[src/rtl/reg_deskew_8l_pkg.sv]
// Shared defaults and alignment classification for the output-side lane deskew block.
package reg_deskew_8l_pkg;

    localparam int DESKEW_DATA_WIDTH = 18;
    localparam int DESKEW_LANES      = 8;
    localparam int DESKEW_FIFO_DEPTH = 4;
    localparam int DESKEW_CNT_WIDTH  = 16;

    typedef enum logic [1:0] {
        ALIGN_IDLE = 2'd0,
        ALIGN_WORD = 2'd1,
        ALIGN_SKEW = 2'd2
    } align_e;

    // all_v / any_v are the AND / OR reductions of the realigned valid vector.
    function automatic align_e align_class(input logic all_v, input logic any_v);
        if (all_v) begin
            return ALIGN_WORD;
        end else if (any_v) begin
            return ALIGN_SKEW;
        end
        return ALIGN_IDLE;
    endfunction

endpackage

[src/rtl/reg_deskew_8l_fifo.sv]
// Small synchronous FIFO with a registered head word; accepts a write into a full
// FIFO when the head is being read in the same cycle.
module deskew_fifo
    import reg_deskew_8l_pkg::*;
#(
    parameter int WIDTH = DESKEW_DATA_WIDTH * DESKEW_LANES,
    parameter int DEPTH = DESKEW_FIFO_DEPTH
) (
    input  logic             clk,
    input  logic             reset,
    input  logic             wr_en,
    input  logic [WIDTH-1:0] wr_data,
    input  logic             rd_en,
    output logic [WIDTH-1:0] rd_data,
    output logic             rd_valid,
    output logic             full,
    output logic             wr_drop
);

    localparam int          AW        = $clog2(DEPTH);
    localparam logic [AW:0] DEPTH_CNT = (AW + 1)'(DEPTH);
    localparam logic [AW:0] ONE       = (AW + 1)'(1);

    logic [WIDTH-1:0] mem [DEPTH];
    logic [AW:0]      wr_ptr;
    logic [AW:0]      rd_ptr;
    logic [AW:0]      count;
    logic [AW:0]      rd_ptr_nxt;
    logic [AW:0]      count_rem;
    logic             do_rd;
    logic             do_wr;

    always_comb begin
        do_rd      = rd_en && rd_valid;
        full       = (count == DEPTH_CNT);
        do_wr      = wr_en && (!full || do_rd);
        wr_drop    = wr_en && full && !do_rd;
        rd_ptr_nxt = do_rd ? rd_ptr + ONE : rd_ptr;
        count_rem  = do_rd ? count - ONE : count;
    end

    always_ff @(posedge clk) begin
        if (do_wr) begin
            mem[wr_ptr[AW-1:0]] <= wr_data;
        end
    end

    // Head is reloaded from the entry behind the one leaving, or straight from the
    // write port when that write is the only word left; an empty FIFO holds the head.
    always_ff @(posedge clk) begin
        if (reset) begin
            wr_ptr   <= '0;
            rd_ptr   <= '0;
            count    <= '0;
            rd_valid <= 1'b0;
            rd_data  <= '0;
        end else begin
            if (do_wr) begin
                wr_ptr <= wr_ptr + ONE;
            end
            rd_ptr   <= rd_ptr_nxt;
            count    <= do_wr ? count_rem + ONE : count_rem;
            rd_valid <= do_wr || (count_rem != '0);
            if (count_rem == '0) begin
                if (do_wr) begin
                    rd_data <= wr_data;
                end
            end else begin
                rd_data <= mem[rd_ptr_nxt[AW-1:0]];
            end
        end
    end

endmodule

[src/rtl/reg_deskew_8l.sv]
// Realigns staircase-skewed result lanes from the systolic array into one wide word
// and buffers the words for a valid/ready consumer.
module reg_deskew_8l
    import reg_deskew_8l_pkg::*;
#(
    parameter int DATA_WIDTH = DESKEW_DATA_WIDTH,
    parameter int LANES      = DESKEW_LANES,
    parameter int FIFO_DEPTH = DESKEW_FIFO_DEPTH,
    parameter int CNT_WIDTH  = DESKEW_CNT_WIDTH
) (
    input  logic                        clk,
    input  logic                        reset,
    input  logic [LANES*DATA_WIDTH-1:0] lane_in,
    input  logic [LANES-1:0]            lane_valid_in,
    output logic [LANES*DATA_WIDTH-1:0] out_data,
    output logic                        out_valid,
    input  logic                        out_ready,
    input  logic                        clr_flags,
    output logic                        skew_err,
    output logic                        overflow,
    output logic [CNT_WIDTH-1:0]        word_count
);

    logic [LANES*DATA_WIDTH-1:0] aligned_data;
    logic [LANES-1:0]            aligned_vld;
    align_e                      align_state;
    logic                        fifo_full;
    logic                        fifo_drop;

    // Lane k is delayed by LANES-1-k cycles so every lane lands in the same cycle.
    for (genvar k = 0; k < LANES; k++) begin : g_lane
        localparam int STAGES = LANES - 1 - k;

        if (STAGES == 0) begin : g_pass
            assign aligned_data[k*DATA_WIDTH +: DATA_WIDTH] = lane_in[k*DATA_WIDTH +: DATA_WIDTH];
            assign aligned_vld[k]                           = lane_valid_in[k];
        end else begin : g_pipe
            logic [DATA_WIDTH-1:0] data_q  [STAGES];
            logic                  valid_q [STAGES];

            always_ff @(posedge clk) begin
                if (reset) begin
                    for (int s = 0; s < STAGES; s++) begin
                        data_q[s]  <= '0;
                        valid_q[s] <= 1'b0;
                    end
                end else begin
                    data_q[0]  <= lane_in[k*DATA_WIDTH +: DATA_WIDTH];
                    valid_q[0] <= lane_valid_in[k];
                    for (int s = 1; s < STAGES; s++) begin
                        data_q[s]  <= data_q[s-1];
                        valid_q[s] <= valid_q[s-1];
                    end
                end
            end

            assign aligned_data[k*DATA_WIDTH +: DATA_WIDTH] = data_q[STAGES-1];
            assign aligned_vld[k]                           = valid_q[STAGES-1];
        end
    end

    assign align_state = align_class(&aligned_vld, |aligned_vld);

    deskew_fifo #(
        .WIDTH (LANES * DATA_WIDTH),
        .DEPTH (FIFO_DEPTH)
    ) u_fifo (
        .clk      (clk),
        .reset    (reset),
        .wr_en    (align_state == ALIGN_WORD),
        .wr_data  (aligned_data),
        .rd_en    (out_ready),
        .rd_data  (out_data),
        .rd_valid (out_valid),
        .full     (fifo_full),
        .wr_drop  (fifo_drop)
    );

    // A new error in the same cycle as clr_flags keeps the flag set.
    always_ff @(posedge clk) begin
        if (reset) begin
            skew_err   <= 1'b0;
            overflow   <= 1'b0;
            word_count <= '0;
        end else begin
            if (align_state == ALIGN_SKEW) begin
                skew_err <= 1'b1;
            end else if (clr_flags) begin
                skew_err <= 1'b0;
            end
            if (fifo_drop && fifo_full) begin
                overflow <= 1'b1;
            end else if (clr_flags) begin
                overflow <= 1'b0;
            end
            if (out_valid && out_ready) begin
                word_count <= word_count + CNT_WIDTH'(1);
            end
        end
    end

endmodule

[config.mk]
export PLATFORM = sky130hd
export DESIGN_NAME = reg_deskew_8l
export DESIGN_NICKNAME = d
export VERILOG_FILES = /design/src/rtl/reg_deskew_8l_pkg.sv /design/src/rtl/reg_deskew_8l_fifo.sv /design/src/rtl/reg_deskew_8l.sv
export SDC_FILE = /design/constraint.sdc
export NUM_CORES = 1
export LEC_CHECK = 0
export BUFFER_PORTS_ARGS = -buffer_cell sky130_fd_sc_hd__buf_2
export CORE_ASPECT_RATIO = 1.2
export CORE_MARGIN = 2
export CORE_UTILIZATION = 50
export CTS_CLUSTER_SIZE = 30
export DETAILED_ROUTE_END_ITERATION = 7
export PLACE_DENSITY = 0.68
export SYNTH_ARGS = -nofsm -noshare
export SYNTH_HDL_FRONTEND = slang
export SYNTH_SLANG_ARGS = --single-unit
[constraint.sdc]
create_clock -name clk -period 9.94 [get_ports clk]
set_input_delay 1.988 -clock clk [delete_from_list [all_inputs] [get_ports clk]]
set_output_delay 1.988 -clock clk [all_outputs]
set_load 0.005 [all_outputs]
==> results.md, run 1 <==
- Unrepaired setup endpoints after global routing: no
- FMAX: 0.203 GHz
- Tmin final: 4930 ps
- Starting Density: 50.6%
- Max-cap violation count: 0
- Final Power: 10.6 mW
- Chip Width: 283 microns
- Die Ht: 339 microns
- Crit. path cell count: 10
- Area grow syn2layout: 14.7%
- # hold bufs at CTS: 0
- Post-synth net total: 3503
- Crit Path Category: input port to register
- Outcome: finished, final reports clean
- Mux cell area share after synthesis: 9.24%
- Synth top area share: 37.0%
- Dominant synthesized flop cell: dfxtp_1
- Post-route setup slack: 5010 ps
- Post-Syn Instances: 3338
- Setup TNS: 0 ps
- PwrDens: 198 mW/mm^2
- Crit. End Element: register
- Xor-xnor portion of the synthesized cell area: 0.281%
- Max stage delay on crit path: 830 ps
- Sink Count: 1278
- Die area: 0.0961 sq mm
- Core box area: 0.0925 sq mm
- Ys async rst share: 0%
- Crit-path max FO: 63
- Initial DRC Count: 1578
- Final Hold Vio Count: 0
- Nets: 3728
- Fin crit share: 49.6%
- DP Area: 0.0492 sq mm
- Design area: 0.0537 sq mm
- Hold Path Class: register to register
- Hold Path Stages: 1
- Critical path's slowest cell: buf_4
- Dominant cell type by area after synthesis: edfxtp_1
- Crit path DAT: 5540 ps
- I/O pin cnt: 319
- Slew headroom: 18.1%
- TritonRoute pass-1 iters: 5
- EDFF count, synth: 576
- Fin Hold WS: 424 ps
- Least-Margin Pin Slew: 1230 ps
- Largest net degree at the start of global routing: 189
- WL final: 95.1 mm
- Slew Viols, Final: 0
- ANT nets after route: 0
- Vias: 26187
- Clock-pin slew on the worst setup and hold paths: 60 ps
- Nature of the critical path startpoint: input port
- Clock tree buffer depth: 3
- Buf/Inv on CP: 4
- Share of layout cells above drive strength 1: 18.8%
- Per-cell routed wire length: 19.3 microns
- Yosys warnings: 0
- #FFs+latches synth: 1278
- CP Cell Sequence: buf_2, and2_1, xnor2_1, ha_1, inv_1, a211oi_4, buf_4, buf_4, nor2_1, a2111oi_2
- Req. time, crit path: 10550 ps
- First-pass GRT wire length: 148 mm
- Post-synthesis sequential area ratio: 67.0%
- Vias in the first global route: 25602
- Average size of a mapped cell: 14.0 sq um
- Synth top area cells: edfxtp_1, dfxtp_1, mux2i_1
- Root buf cell: clkbuf_16
- Gpl congestion: 0.727
- Via-to-Cell Ratio: 5.32
- CTS Buf Count: 130
- Dpl ws: 4240 ps
- R2R depth: 8
- Post-synthesis adder-cell area fraction: 0.241%
- Initial antenna violation count: 4
- Clk_lat worst skew: 720 ps
- Max H-tree Level: 4
- DRC Markers: 0
- Simple-gate share of the synthesized area: 10.9%
- CTS tree: yes
- Final setup vio count: 0
- Post-CTS setup buffer count: 0
- GRT Overall Usage: 19.6%
- Std-Cell Rows: 122
- Compound-Gate Fraction of Synth Area: 9.83%
- Resized Gates After CTS: 0
- Max VDD drop: 0.000160 V
- Lkg Pwr: 18.2 nW
- Port bufs: 318
- Synth Cell Area: 0.0468 sq mm
- Total grt overflow: 0
- Cell mode on critical path: buf_4
- Combinational family with the most area after synthesis: simple AND/OR/NAND/NOR gates
- CP top delay family: buffers and inverters
- Post-synthesis cell type count: 40
- Post-DP HPWL: 50.5 mm
- Clk_skew: 22.3 ps
## synth_stat cells (all sizes together), types with 3 or more instances
master,number
dfxtp,702
nor2b,677
edfxtp,576
mux2i,432
nor2,162
clkbuf,156
a2111oi,144
a221oi,144
a22oi,144
buf,97
a21oi,14
nand2,10
ha,9
inv,9
xor2,9
nand3,6
nand4,6
xnor2,6
and2,5
and3,4
o31ai,4
or4,4
or3,3
## worst paths after layout
check / endpoint / slack (ps) / startpoint
max reg2reg: u_fifo.mem[1][43] / 5720 / u_fifo.count[0]
max: u_fifo.rd_data[34] / 5010 / out_ready
min: g_lane[0].g_pipe.data_q[4][6] / 420 / g_lane[0].g_pipe.data_q[3][6]
min reg2reg: g_lane[0].g_pipe.data_q[4][6] / 420 / g_lane[0].g_pipe.data_q[3][6]
## layout by cell type, fill, tap and decap left out, types with 9 or more instances in the layout
| cell | n |
|---|---|
| nand2_1 | 9 |
| a22oi_1 | 144 |
| a2111oi_0 | 9 |
| inv_1 | 9 |
| mux2i_1 | 432 |
| a21oi_1 | 13 |
| xor2_1 | 9 |
| nor2b_1 | 677 |
| nor2_1 | 162 |
| buf_4 | 17 |
| dfxtp_1 | 701 |
| clkbuf_1 | 35 |
| a221oi_1 | 144 |
| clkinv_2 | 12 |
| edfxtp_1 | 576 |
| ha_1 | 9 |
| clkbuf_8 | 23 |
| clkbuf_16 | 138 |
| buf_2 | 317 |
| buf_12 | 11 |
| a2111oi_2 | 130 |
## through the flow
stage          instances  util, %
2_1_floorplan       3338        -
3_3_place_gp        4671     53.2
3_5_place_dp        4671     53.2
4_1_cts             4912     58.0
5_1_grt             4916     58.0
6_report            4918     58.0
## cell families (layout without fill, tap and decap cells)
logic type	Yosys count	in the layout
flip-flops	1278	1278
AND/OR/NAND/NOR	884	884
AO/OA/AOI/OAI	458	458
multiplexers	432	432
buffers and inverters	262	596
XOR/XNOR	15	15
adder cells (fa/ha/maj)	9	9
other	0	6
## where the power goes
part           switching, mW  total, mW  internal, mW  leakage [nW]
combinational         0.0769      0.139        0.0618          5.53
clock                   2.00       4.95          2.95          2.17
sequential            0.0290       5.56          5.53          10.5
## layer usage
| layer | part of all wire [%] | wire length [microns] | GRT usage (%) |
|---|---|---|---|
| met1 | 44 | 41800 | 25.3 |
| met2 | 49 | 46500 | 32.8 |
| met3 | 4.2 | 3960 | 3.54 |
| met4 | 2.9 | 2800 | 7.35 |
| met5 | 0 | 0 | 0 |
## state kept, by name, summed over array words and instances, names as in the netlist, 2 cells and up
signal                 count
u_fifo.mem               576
u_fifo.wr_ptr              2
u_fifo.rd_ptr              2
word_count                16
g_lane.g_pipe.valid_q     28
u_fifo.count               3
u_fifo.rd_data           144
g_lane.g_pipe.data_q     504
## final cells by class
type / count / area, sq um
clock buffers: 199 / 3920
multi-input cells: 1798 / 14300
diodes: 6 / 15.0
repair buffers: 346 / 1950
flip-flops and latches: 1278 / 31400
inverters: 9 / 33.8
clock inverters: 42 / 503
fillers: 7400 / 38900
well taps: 1240 / 1550
Note: power is estimated with default switching activity, not from simulation.
==> inputs of run 2 (changes only) <==
Clock period 9.94 ns to 4.8 ns, I/O delays scaled along.
==> results.md, run 2 (synthesized netlist as in run 1, its figures left out) <==
- Chip Width: 283 microns (unchanged)
- Max H-tree Level: 3 (-1)
- CTS Buf Count: 121 (-6.9%)
- Crit Path Category: register to register
- Setup TNS: 0 ps (unchanged)
- Area grow syn2layout: 15.6%
- Vias in the first global route: 26116 (+2.0%)
- ANT nets after route: 0 (unchanged)
- Die area: 0.0961 sq mm (unchanged)
- Fin crit share: 65.9%
- Clk_lat worst skew: 700 ps (-20 ps)
- Nets: 3755 (+0.72%)
- Commonest non-fill, non-tap cell in the layout: dfxtp_1
- Tmin final: 3160 ps
- Area occupied by registers: 0.0314 sq mm (unchanged)
- Gpl congestion: 0.733 (+0.76%)
- Clock tree buffer depth: 3 (unchanged)
- Final setup vio count: 0 (unchanged)
- Post-DP HPWL: 53.0 mm (+4.9%)
- Buf/Inv on CP: 3 (-1)
- Lkg Pwr: 18.4 nW (+1.3%)
- Max stage delay on crit path: 500 ps (-330 ps)
- Resized Gates After CTS: 0 (unchanged)
- Critical path's slowest cell: dfxtp_1
- Slew Viols, Final: 0 (unchanged)
- TritonRoute pass-1 iters: 5 (unchanged)
- Commonest cells after routing, fill and taps aside: dfxtp_1, nor2b_1, edfxtp_1, mux2i_1, buf_2
- Starting Density: 50.6% (unchanged)
- Outcome: finished, final reports clean
- Share of layout cells above drive strength 1: 19.6% (+0.86 points)
- PwrDens: 403 mW/mm^2 (+100%)
- CP Cell Sequence: and2_1, xnor2_1, ha_1, inv_1, a211oi_4, buf_12, buf_4, nor2_1, a2111oi_1
- Filler Cell Count: 7427 (+0.36%)
- Crit path DAT: 3740 ps (-1800 ps)
- Placed insts: 4707 (+0.77%)
- Number of flip-flops in the largest register: 576 (unchanged)
- CP top delay family: buffers and inverters
- DRC Markers: 0 (unchanged)
- # hold bufs at CTS: 0 (unchanged)
- Die Ht: 339 microns (unchanged)
- Initial DRC Count: 1393 (-12%)
- Port bufs: 318 (unchanged)
- FMAX: 0.316 GHz
- Max-cap violation count: 0 (unchanged)
- Post-CTS setup buffer count: 0 (unchanged)
- WL final: 95.6 mm (+0.52%)
- Clock-pin slew on the worst setup and hold paths: 70 ps (about the same)
- CTS tree: yes
- I/O pin cnt: 319 (unchanged)
- First-pass GRT wire length: 149 mm (+0.69%)
- Post-Layout Cell Count: 4941 (+0.47%)
- Initial antenna violation count: 2 (-2)
- Crit-path max FO: 59 (-6.3%)
- Vias: 26439 (+0.96%)
- Nature of the critical path startpoint: register
- Crit. End Element: register
- Total grt overflow: 0 (unchanged)
- Sink Count: 1278 (unchanged)
- Largest net degree at the start of global routing: 111 (-41%)
- Unrepaired setup endpoints after global routing: no
- Final Hold Vio Count: 0 (unchanged)
- Core box area: 0.0925 sq mm (unchanged)
- Std-Cell Rows: 122 (unchanged)
- Root buf cell: clkbuf_16
- GRT Overall Usage: 19.5% (-0.031 points)
- Area of the multi-input gates: 0.0143 sq mm (unchanged)
- Via-to-Cell Ratio: 5.35 (+0.49%)
- Clk_skew: 21.6 ps (-0.654 ps)
- Slew headroom: 31.2% (+13 points)
- Hold Path Class: register to register
- Per-cell routed wire length: 19.3 microns (about the same)
- Max VDD drop: 0.000318 V (+98%)
- Least-Margin Pin Slew: 1030 ps (-196 ps)
- Req. time, crit path: 5380 ps (-5170 ps)
## run 2: final timing paths
check,end,slack [ps],start,cells after the start
setup / recovery,u_fifo.rd_data[82],1640,u_fifo.rd_valid,9
hold / removal,g_lane[0].g_pipe.data_q[5][6],430,g_lane[0].g_pipe.data_q[4][6],1
setup reg to reg,u_fifo.rd_data[82],1640,u_fifo.rd_valid,9
hold reg to reg,g_lane[0].g_pipe.data_q[5][6],430,g_lane[0].g_pipe.data_q[4][6],1
## run 2: metal layers
layer	wire (microns)	vias to the layer above	part of all wire, %	GRT usage [%]
li1	-	12752	-	-
met1	42000	13001	44	25.3
met2	47400	549	50	33.7
met3	3880	137	4.1	2.80
met4	2240	0	2.3	6.45
met5	0	-	0	0
## run 2: metrics by stage
stage	instance area, sq um	setup slack, ps	util [%]	total power, mW	hold slack (ps)
CTS	54100	1580	58.5	22.0	422
global placement	49800	1040	53.8	12.1	416
global route	54100	1340	58.5	22.5	444
finish	54100	1640	58.5	21.8	427
floorplan	46800	953	-	11.9	414
detailed placement	49800	1000	53.8	12.1	420
## run 2: cell type report
class | count | area share [%]
antenna | 2 | 0.00925
clock inverter | 63 | 1.36
clock buffer | 169 | 6.57
tap | 1240 | 2.87
sequential | 1278 | 58.0
multi-input combinational | 1798 | 26.5
timing repair buffer | 382 | 4.70
inverter | 9 | 0.0624
## run 2: power breakdown
group / internal [mW] / leakage (nW) / switching, mW / total, mW
sequential: 11.4 / 10.5 / 0.0581 / 11.5
clock: 5.93 / 2.12 / 4.06 / 9.99
combinational: 0.139 / 5.82 / 0.167 / 0.306
total: 17.5 / 18.4 / 4.28 / 21.8
